<file path="config.mk">
export PLATFORM = sky130hd
export DESIGN_NAME = if_id_queue
export DESIGN_NICKNAME = d
export VERILOG_FILES = /design/src/rtl/if_id_pkg.sv /design/src/rtl/rv32_imm_decode.sv /design/src/rtl/if_id_queue.sv
export SDC_FILE = /design/constraint.sdc
export NUM_CORES = 1
export LEC_CHECK = 0
export ABC_AREA = 1
export ABC_CLOCK_PERIOD_IN_PS = 5200
export CAP_MARGIN = 40
export CORE_MARGIN = 10
export CORE_UTILIZATION = 55
export DETAILED_ROUTE_END_ITERATION = 8
export GPL_ROUTABILITY_DRIVEN = 0
export GPL_TIMING_DRIVEN = 1
export PLACE_DENSITY = 0.8
export SYNTH_ARGS = -nofsm -noshare
export SYNTH_HDL_FRONTEND = slang
export SYNTH_SLANG_ARGS = --single-unit
</file>
<file path="constraint.sdc">
create_clock -name clk -period 5.2 [get_ports clk]
set_input_delay 1.3 -clock clk [delete_from_list [all_inputs] [get_ports clk]]
set_output_delay 1.3 -clock clk [all_outputs]
set_load 0.1 [all_outputs]
</file>
<file path="src/rtl/if_id_pkg.sv">
// Shared RV32I decode constants and the opcode-class enum used by the
// fetch/decode front end.
package if_id_pkg;

    localparam logic [6:0] OPC_LOAD   = 7'b0000011;
    localparam logic [6:0] OPC_STORE  = 7'b0100011;
    localparam logic [6:0] OPC_BRANCH = 7'b1100011;
    localparam logic [6:0] OPC_JAL    = 7'b1101111;
    localparam logic [6:0] OPC_JALR   = 7'b1100111;
    localparam logic [6:0] OPC_ARITHI = 7'b0010011;
    localparam logic [6:0] OPC_ARITHR = 7'b0110011;
    localparam logic [6:0] OPC_LUI    = 7'b0110111;

    localparam logic [2:0] F3_ADD = 3'b000;
    localparam logic [2:0] F3_SLL = 3'b001;
    localparam logic [2:0] F3_SR  = 3'b101;

    localparam int OPCODE_LO   = 0;
    localparam int OPCODE_HI   = 6;
    localparam int RD_LO       = 7;
    localparam int RD_HI       = 11;
    localparam int FUNC3_LO    = 12;
    localparam int FUNC3_HI    = 14;
    localparam int RS1_LO      = 15;
    localparam int RS1_HI      = 19;
    localparam int RS2_LO      = 20;
    localparam int RS2_HI      = 24;
    localparam int SUBTYPE_BIT = 30;

    typedef enum logic [3:0] {
        ALU_I, ALU_R, LOAD, STORE, BRANCH, JAL, JALR, LUI, ILLEGAL
    } opclass_t;

    localparam logic [31:0] NOP = 32'h0000_0013;

    function automatic logic is_shift(input logic [2:0] func3);
        return (func3 == F3_SLL) || (func3 == F3_SR);
    endfunction

endpackage

</file>
<file path="src/rtl/rv32_imm_decode.sv">
// Combinational RV32I immediate extraction and opcode classification
// for a single instruction word.
module rv32_imm_decode
    import if_id_pkg::*;
(
    input  logic [31:0] instruction,
    output logic [31:0] immediate,
    output logic [3:0]  opclass
);

    logic [6:0] opcode;
    logic [2:0] func3;
    opclass_t   cls;

    assign opcode  = instruction[OPCODE_HI:OPCODE_LO];
    assign func3   = instruction[FUNC3_HI:FUNC3_LO];
    assign opclass = cls;

    always_comb begin
        cls       = ILLEGAL;
        immediate = 32'h0;
        case (opcode)
            OPC_ARITHI: begin
                cls = ALU_I;
                // Shift-immediates carry only a 5-bit shamt; bit 30 is the SRA flag.
                if (is_shift(func3))
                    immediate = {27'h0, instruction[24:20]};
                else
                    immediate = {{20{instruction[31]}}, instruction[31:20]};
            end
            OPC_ARITHR: begin
                cls = ALU_R;
            end
            OPC_LOAD: begin
                cls       = LOAD;
                immediate = {{20{instruction[31]}}, instruction[31:20]};
            end
            OPC_JALR: begin
                cls       = JALR;
                immediate = {{20{instruction[31]}}, instruction[31:20]};
            end
            OPC_STORE: begin
                cls       = STORE;
                immediate = {{20{instruction[31]}}, instruction[31:25], instruction[11:7]};
            end
            OPC_BRANCH: begin
                cls       = BRANCH;
                immediate = {{19{instruction[31]}}, instruction[31], instruction[7],
                             instruction[30:25], instruction[11:8], 1'b0};
            end
            OPC_LUI: begin
                cls       = LUI;
                immediate = {instruction[31:12], 12'h0};
            end
            OPC_JAL: begin
                cls       = JAL;
                immediate = {{11{instruction[31]}}, instruction[31], instruction[19:12],
                             instruction[20], instruction[30:21], 1'b0};
            end
            default: begin
                cls       = ILLEGAL;
                immediate = 32'h0;
            end
        endcase
    end

endmodule

</file>
<file path="src/rtl/if_id_queue.sv">
// RV32I fetch/decode front end: fetch PC generation, DEPTH-entry prefetch
// queue, registered decode stage and sticky exception capture.
module if_id_queue
    import if_id_pkg::*;
#(
    parameter logic [31:0] RESET = 32'h0000_0000,
    parameter int          DEPTH = 4
) (
    input  logic        clk,
    input  logic        reset,
    output logic        inst_mem_req,
    output logic [31:0] inst_mem_address,
    input  logic        inst_mem_is_valid,
    input  logic [31:0] inst_mem_read_data,
    input  logic        redirect,
    input  logic [31:0] redirect_pc,
    input  logic        stall,
    output logic        out_valid,
    output logic [31:0] out_pc,
    output logic [31:0] out_instruction,
    output logic [31:0] out_immediate,
    output logic [3:0]  out_opclass,
    output logic [4:0]  out_rs1,
    output logic [4:0]  out_rs2,
    output logic [4:0]  out_rd,
    output logic [2:0]  out_func3,
    output logic        out_subtype,
    output logic        out_illegal,
    output logic        exception,
    output logic [31:0] exception_pc
);

    localparam int PTR_W = $clog2(DEPTH);
    localparam int CNT_W = PTR_W + 1;

    logic [31:0]      q_pc   [DEPTH];
    logic [31:0]      q_word [DEPTH];
    logic [DEPTH-1:0] q_mis;

    logic [31:0]      pc_reg;
    logic [PTR_W-1:0] wr_ptr_reg;
    logic [PTR_W-1:0] rd_ptr_reg;
    logic [CNT_W-1:0] count_reg;

    logic        out_valid_reg;
    logic [31:0] out_pc_reg;
    logic [31:0] out_instruction_reg;
    logic [31:0] out_immediate_reg;
    logic [3:0]  out_opclass_reg;
    logic [4:0]  out_rs1_reg;
    logic [4:0]  out_rs2_reg;
    logic [4:0]  out_rd_reg;
    logic [2:0]  out_func3_reg;
    logic        out_subtype_reg;
    logic        out_illegal_reg;
    logic        exception_reg;
    logic [31:0] exception_pc_reg;

    logic        accept;
    logic        dequeue;
    logic [31:0] head_word;
    logic [31:0] head_pc;
    logic [31:0] head_immediate;
    logic [3:0]  head_opclass;
    logic        head_subtype;
    logic        head_illegal;

    // Request depends on registered occupancy only, never on stall/redirect.
    assign inst_mem_req     = (count_reg != CNT_W'(DEPTH));
    assign inst_mem_address = pc_reg;

    assign accept  = inst_mem_req && inst_mem_is_valid && !redirect;
    assign dequeue = (count_reg != '0) && (!out_valid_reg || !stall) && !redirect;

    assign head_word = q_word[rd_ptr_reg];
    assign head_pc   = q_pc[rd_ptr_reg];

    rv32_imm_decode u_imm_decode (
        .instruction (head_word),
        .immediate   (head_immediate),
        .opclass     (head_opclass)
    );

    assign head_subtype = ((head_word[OPCODE_HI:OPCODE_LO] == OPC_ARITHI) &&
                           (head_word[FUNC3_HI:FUNC3_LO] == F3_ADD)) ? 1'b0
                          : head_word[SUBTYPE_BIT];
    assign head_illegal = (head_opclass == 4'(ILLEGAL)) || q_mis[rd_ptr_reg];

    // Queue storage needs no reset: count gates every read of it.
    always_ff @(posedge clk) begin
        if (accept) begin
            q_pc[wr_ptr_reg]   <= pc_reg;
            q_word[wr_ptr_reg] <= inst_mem_read_data;
            q_mis[wr_ptr_reg]  <= (pc_reg[1:0] != 2'b00);
        end
    end

    always_ff @(posedge clk or negedge reset) begin
        if (!reset) begin
            pc_reg     <= RESET;
            wr_ptr_reg <= '0;
            rd_ptr_reg <= '0;
            count_reg  <= '0;
        end else if (redirect) begin
            pc_reg     <= redirect_pc;
            wr_ptr_reg <= '0;
            rd_ptr_reg <= '0;
            count_reg  <= '0;
        end else begin
            if (accept) begin
                pc_reg     <= pc_reg + 32'd4;
                wr_ptr_reg <= wr_ptr_reg + PTR_W'(1);
            end
            if (dequeue)
                rd_ptr_reg <= rd_ptr_reg + PTR_W'(1);
            case ({accept, dequeue})
                2'b10:   count_reg <= count_reg + CNT_W'(1);
                2'b01:   count_reg <= count_reg - CNT_W'(1);
                default: count_reg <= count_reg;
            endcase
        end
    end

    always_ff @(posedge clk or negedge reset) begin
        if (!reset) begin
            out_valid_reg       <= 1'b0;
            out_pc_reg          <= '0;
            out_instruction_reg <= '0;
            out_immediate_reg   <= '0;
            out_opclass_reg     <= '0;
            out_rs1_reg         <= '0;
            out_rs2_reg         <= '0;
            out_rd_reg          <= '0;
            out_func3_reg       <= '0;
            out_subtype_reg     <= 1'b0;
            out_illegal_reg     <= 1'b0;
        end else if (redirect) begin
            out_valid_reg <= 1'b0;
        end else if (dequeue) begin
            out_valid_reg       <= 1'b1;
            out_pc_reg          <= head_pc;
            out_instruction_reg <= head_word;
            out_immediate_reg   <= head_immediate;
            out_opclass_reg     <= head_opclass;
            out_rs1_reg         <= head_word[RS1_HI:RS1_LO];
            out_rs2_reg         <= head_word[RS2_HI:RS2_LO];
            out_rd_reg          <= head_word[RD_HI:RD_LO];
            out_func3_reg       <= head_word[FUNC3_HI:FUNC3_LO];
            out_subtype_reg     <= head_subtype;
            out_illegal_reg     <= head_illegal;
        end else if (!stall) begin
            out_valid_reg <= 1'b0;
        end
    end

    // Sticky: only reset clears it, so the first faulting PC survives redirects.
    always_ff @(posedge clk or negedge reset) begin
        if (!reset) begin
            exception_reg    <= 1'b0;
            exception_pc_reg <= '0;
        end else if (dequeue && head_illegal && !exception_reg) begin
            exception_reg    <= 1'b1;
            exception_pc_reg <= head_pc;
        end
    end

    assign out_valid       = out_valid_reg;
    assign out_pc          = out_pc_reg;
    assign out_instruction = out_instruction_reg;
    assign out_immediate   = out_immediate_reg;
    assign out_opclass     = out_opclass_reg;
    assign out_rs1         = out_rs1_reg;
    assign out_rs2         = out_rs2_reg;
    assign out_rd          = out_rd_reg;
    assign out_func3       = out_func3_reg;
    assign out_subtype     = out_subtype_reg;
    assign out_illegal     = out_illegal_reg;
    assign exception       = exception_reg;
    assign exception_pc    = exception_pc_reg;

endmodule

</file>
After elaboration in Yosys (flattened, before gate mapping)
Memory sizes are Yosys's and may differ from the RTL's.
Cells that the tools add are included.
{"block": "totals", "ram_bits": 256, "inputBits": 69, "register_bits": 197, "wordCells": 89, "n_memories": 2, "output_inout_bits": 187}
{"name": "q_pc", "words": 4, "width": 32, "rd": 1, "rd_ports_with_merged_regs": 0, "write_ports": 1, "line_no": "if_id_queue.sv:36", "source": "logic [31:0] q_pc [DEPTH];"}
{"name": "q_word", "words": 4, "width": 32, "rd": 1, "rd_ports_with_merged_regs": 0, "write_ports": 1, "line_no": "if_id_queue.sv:37", "source": "logic [31:0] q_word [DEPTH];"}
{"block": "op_classes", "n_eq_ne": 15, "n_reduce_logical": 23, "mux": 22, "order_cmp": 3, "n_bitwise": 1, "n_addsub": 5}
{"cell": "one-hot mux 32 bit (6 select lines)", "n": 1}
{"cell": "2-to-1 mux 32 bit", "n": 3}
{"cell": "adder 32 x 3 -> 32 bit, second input constant", "n": 1}
{"cell": "one-hot mux 4 bit (8 select lines)", "n": 1}
{"cell": "equality test 7 x 6 -> 1 bit, second input constant", "n": 3}
{"cell": "equality test 7 bit, second input constant", "n": 3}
{"cell": "logical AND 1 bit", "n": 8}
{"cell": "2-to-1 mux 1 bit", "n": 8}
{"cell": "2-to-1 mux 2 bit", "n": 4}
{"cell": "equality test 7 x 2 -> 1 bit, second input constant", "n": 1}
{"cell": "equality test 7 x 5 -> 1 bit, second input constant", "n": 1}
{"cell": "< comparator 2 x 3 -> 1 bit, second input constant", "n": 2}
{"cell": "one-hot mux 3 bit (2 select lines)", "n": 1}
{"cell": "nonzero test 2 bit", "n": 3}
{"cell": "nonzero test 3 bit", "n": 2}
{"cell": "adder 2 x 1 -> 2 bit, second input constant", "n": 2}
{"cell": "bitwise mux 4 bit", "n": 1}
{"cell": "equality test 4 bit, second input constant", "n": 1}
{"cell": "logical NOT 1 bit", "n": 4}
{"cell": "adder 3 x 1 -> 3 bit, second input constant", "n": 1}
{"cell": "equality test 3 x 1 -> 1 bit, second input constant", "n": 1}
{"cell": "equality test 3 bit, second input constant", "n": 1}
{"cell": "logical NOT 3 bit", "n": 1}
{"cell": "logical OR 1 bit", "n": 3}
{"cell": "other kinds (12)", "n": 12}

Longest topological paths before layout
{"block": "logic_depth", "depth_word": 7, "mapped_depth": 18}

By module
A second synthesis with hierarchy kept.
{"block": "unflattened", "cells_unflattened": 1931, "hier_area_um2": 18719.2}
{"mod": "if_id_queue", "area_per_inst_um2": 17643.2, "n_inst": 1, "seq_area_each_um2": 12186.7, "cells_each": 1686}
{"mod": "rv32_imm_decode", "area_per_inst_um2": 1076.0, "n_inst": 1, "seq_area_each_um2": 0.0, "cells_each": 245}

Worst setup path after synthesis
OpenSTA, ideal clock, no wires.
{"block": "synth_timing", "path_kind": "reg2reg", "from": "register count_reg[0]", "to": "register q_mis[0] (enable)", "arrival_time_ns": 4.796, "stages_incl_launch_ff": 8, "path_buffers": 1, "slack_ns": -0.085, "cell_sequence": "dfrtp_1 -> inv_1 -> nand3_1 -> nand2_1 -> nor2_1 -> inv_1 -> clkbuf_1 -> nor2_1"}
{"block": "synth_via", "elab_chain_len": 3}
{"item": "start, declared", "line_no": "if_id_queue.sv:43", "source": "logic [CNT_W-1:0] count_reg;"}
{"item": "start signal, assigned", "line_no": "if_id_queue.sv:117", "source": "2'b10: count_reg <= count_reg + CNT_W'(1);"}
{"item": "start signal, assigned", "line_no": "if_id_queue.sv:118", "source": "2'b01: count_reg <= count_reg - CNT_W'(1);"}
{"item": "start signal, assigned", "line_no": "if_id_queue.sv:119", "source": "default: count_reg <= count_reg;"}
{"item": "!= test 3 bit", "line_no": "if_id_queue.sv:69", "source": "assign inst_mem_req = (count_reg != CNT_W'(DEPTH));"}
{"item": "via inst_mem_req", "line_no": "if_id_queue.sv:11", "source": "output logic inst_mem_req,"}
{"item": "logical AND 1 bit (2 in series)", "line_no": "if_id_queue.sv:72", "source": "assign accept = inst_mem_req && inst_mem_is_valid && !redirect;"}
{"item": "end signal, assigned by index", "line_no": "if_id_queue.sv:94", "source": "q_mis[wr_ptr_reg] <= (pc_reg[1:0] != 2'b00);"}
{"item": "end, declared", "line_no": "if_id_queue.sv:38", "source": "logic [DEPTH-1:0] q_mis;"}
The timed path passes the listed nets, and every way through them passes these cells.
A chain may end at the register's enable or synchronous reset.

Final worst setup path
{"block": "layout_timing", "from": "register rd_ptr_reg[0]", "to": "register exception_pc_reg[31] (netlist: exception_pc[31])"}
{"block": "layout_via", "elab_chain_len": 7, "elab_cells_between_ends": 17, "classes_between": "eq/ne: 9; mux: 3; reduce/logical: 3; memory: 2"}
{"item": "start, declared", "line_no": "if_id_queue.sv:42", "source": "logic [PTR_W-1:0] rd_ptr_reg;"}
{"item": "start signal, assigned", "line_no": "if_id_queue.sv:115", "source": "rd_ptr_reg <= rd_ptr_reg + PTR_W'(1);"}
{"item": "memory read (4 x 32 bit)"}
{"item": "equality test 7 bit (tied with other cells)", "line_no": "rv32_imm_decode.sv:22", "source": "case (opcode)"}
{"item": "one-hot mux 4 bit (8 select lines)", "line_no": "rv32_imm_decode.sv:22"}
{"item": "equality test 4 bit", "line_no": "if_id_queue.sv:87", "source": "assign head_illegal = (head_opclass == 4'(ILLEGAL)) || q_mis[rd_ptr_reg];"}
{"item": "logical OR 1 bit", "line_no": "if_id_queue.sv:87"}
{"item": "logical AND 1 bit (2 in series)", "line_no": "if_id_queue.sv:161", "source": "end else if (dequeue && head_illegal && !exception_reg) begin"}
{"item": "end signal, assigned", "line_no": "if_id_queue.sv:163", "source": "exception_pc_reg <= head_pc;"}
{"item": "end, declared", "line_no": "if_id_queue.sv:57", "source": "logic [31:0] exception_pc_reg;"}
Several ways; a longest one is shown, not always the timed one. The select of a mux whose other input is x is not followed.

==> metrics.yaml <==
logic_synthesis:
  synthCells: 1746
  synth_seq_area_share_pct: 67.0
  ys_top_cells_by_count: "nand2_1 (568), edfxtp_1 (260), dfrtp_1 (175)"
  synth_fp_nets: 1821
  syn_area_per_cell_um2: 10.4
  yosys_warnings: 0
  yosys.area.top_type: "edfxtp_1"
  ys_ff_latch: 435
  async_reset_ff_share_pct: 40.2
  ys.flop_type: "edfxtp_1"
  ys_types: 41
  synth.area.top_cells: "edfxtp_1 (43%), dfrtp_1 (24%), nand2_1 (12%), o21ai_0 (4.2%), nor2_1 (3.4%)"
  synth_edf_count: 260
  synth_most_common_cell: "nand2_1"
  synth_area_mm2: 0.0182
  netlist.area_leader.share_pct: 42.9
route:
  vias: 15600
  firstDrtPassIters: 6
  drc_errors: 0
  final_antenna_net_count: 0
  viasPerCell: 5.94
  wl_per_cell_um: 23.2
  drtIter0Drc: 2243
  totalWireLength_um: 60900
clock_network:
  cts_buffer_depth: 3
  cts_buffers: 43
  cts.repair.resized: 0
  h-tree-depth: 2
  cts_root_buf: "clkbuf_16"
  cts_setup_buffers: 0
  clkLatencyLatePin_ns: 0.55
  cts.clk_slew.worst_paths_ns: 0.06
  cts_tree: "yes"
  cts-hold-fix-buffers: 0
  clock-sinks: 435
timing:
  slew_violations: 0
  finalSetupViolCount: 0
  rsz0062_at_grt: "no"
  fin_skew_ns: 0.0258
  slew_headroom_pct: 41.0
  min_period_ns: 3.93
  clock.fmax_mhz: 254
  fin_ws_ns: 1.27
  fin_crit_sh_pct: 75.6
  finalSetupTns_ns: 0
  finalHoldViolCount: 0
  worstMarginPinSlew_ns: 0.885
  whs_ns: 0.476
floorplan:
  num_rows: 66
  die_area_mm2: 0.0407
  die_w_um: 202
  pin_count: 256
  initial_core_util_pct: 55.9
  placeableCoreArea_mm2: 0.0325
  die_y_um: 202
finish:
  reg_top3: "q_pc x128, q_word x128"
  layout.cells.non_filler: 2624
  area_growth_pct: 42.5
  final_cell_area_mm2: 0.0259
  nets: 2218
  postLayoutCoreUtil_pct: 79.6
  fillers: 1699
  drive_gt1_share_pct: 13.9
worst_setup_path:
  cp_max_fo: 80
  startpoint_type: "register"
  path_buf_inv: 2
  r2r_slack_ns: 1.27
  cp_data_arrival_time_ns: 4.33
  rr_startpoint: "rd_ptr_reg[0]$_DFFE_PN0P_"
  cp.required_ns: 5.60
  rr_endpoint: "exception_pc[31]$_DFFE_PN0P_"
  crit_chain: "buf_4 > nand2_1 > nand3_1 > nand2_2 > nand2_2 > inv_2 > nand2_1 > nor2_4 > nor2_4 > nand2_2 > nand2_4 > nand3_4 > nand2_1 > nand2_1"
  crit_family: "simple AND/OR/NAND/NOR gates"
  cp_common_cell: "nand2_1"
  reg2reg_depth: 14
  critical_path_class: "reg2reg"
  slowest_stage: "dfrtp_4"
  max_stage_delay_ns: 0.96
  endpoint_kind: "register"
global_route:
  grt_usage_pct: 29.2
  grt_max_degree: 91
  grt_overflow: 0
  grt_pass1_vias: 15800
  antenna_found_initial: 9
  grt_pass1_wl_um: 93300
pwr:
  power.density_mw_per_mm2: 641
  leakage_nw: 10.9
  ir_drop_mv: 0.513
  power_mw: 16.6
min_path:
  hold_path_class: "reg2reg"
  hold_path_end: "out_pc[7]$_DFFE_PN0P_"
  hold_depth: 2
  holdCritStartpoint: "out_pc[7]$_DFFE_PN0P_"
placed_design:
  placedInstanceArea_mm2: 0.0245
  place_hpwl_um: 40300
  io_buffers: 255
  placed_cells: 2540
  pre_cts_ws_ns: 1.38
status:
  outcome: "completed"
flow_run:
  cap_violations: 0
==> final cells by class <==
class	instances	area, µm²	share of cell area, %
clock buffers	61	1240	4.77
flip-flops and latches	435	12200	47.1
repair buffers	462	6300	24.3
inverters	69	263	1.01
clock inverters	17	153	0.589
diodes	6	15.0	0.0580
multi-input cells	1132	5190	20.1
well taps	442	553	2.13
==> worst max-delay path by stage <==
stage,start,to,slack (ns),cells after the start
after floorplan,count_reg[0]$_DFFE_PN0P_,q_mis[0]$_DFFE_PP_,-0.08,7
after global placement,redirect,q_word[3][14]$_DFFE_PP_,1.46,7
after detailed placement,redirect,q_word[3][16]$_DFFE_PP_,1.38,7
after CTS,rd_ptr_reg[0]$_DFFE_PN0P_,exception_pc[31]$_DFFE_PN0P_,1.34,14
after global routing,rd_ptr_reg[0]$_DFFE_PN0P_,exception_pc[31]$_DFFE_PN0P_,0.98,14
final,rd_ptr_reg[0]$_DFFE_PN0P_,exception_pc[31]$_DFFE_PN0P_,1.27,14
==> kinds of logic after synthesis <==
kind of cell / after synthesis / synth area share, %
simple gates: 857 / 19.2
flops: 435 / 67.0
buf+inv: 179 / 4.60
fa+ha+maj: 6 / 0.454
xor+xnor: 18 / 0.867
compound gates: 251 / 7.80
==> cells in the final DEF, fill, tap and decap left out, types with 3 or more instances in the layout <==
cell type,Yosys,routed
o221ai_1,6,6
dfrtp_1,175,173
o211ai_1,12,12
nor4_1,8,8
clkbuf_16,0,45
a21oi_1,13,13
clkdlybuf4s50_1,0,254
nor2_4,4,9
clkinvlp_4,0,3
edfxtp_1,260,260
clkinv_1,2,6
nand3_1,49,49
nand2_2,10,10
o22ai_1,54,54
a31oi_1,5,5
buf_8,0,132
nor3_1,11,11
clkbuf_1,54,11
diode_2,0,6
buf_12,0,5
ha_1,5,5
clkbuf_8,0,5
inv_6,0,4
nand4_1,37,37
o21ai_0,152,152
clkinv_2,0,5
a32o_1,3,3
xnor2_1,4,4
buf_16,0,57
nand2_1,568,568
nor2_1,163,158
inv_1,62,62
inv_2,4,3
buf_4,20,13
xor2_1,14,14
==> worst min-delay path, cell delays in order, from the launching register on <==
cell     delay (ns)
dfrtp_1        0.34
nand2_1        0.06
nand2_1        0.05
==> routing by layer <==
layer / part of all wire [%] / GRT usage, % / vias to the layer above
li1: - / - / 6700
met1: 36 / 36.7 / 7454
met4: 4.5 / 12.8 / 4
met2: 48 / 47.4 / 1185
met5: 0.030 / 0 / -
met3: 11 / 6.83 / 238
==> report_power, final <==
part | internal, mW | switching [mW]
sequential | 4.21 | 0.547
clock | 1.76 | 1.31
combinational | 2.85 | 5.93
total | 8.83 | 7.79
Note: power is estimated with default switching activity, not from simulation.
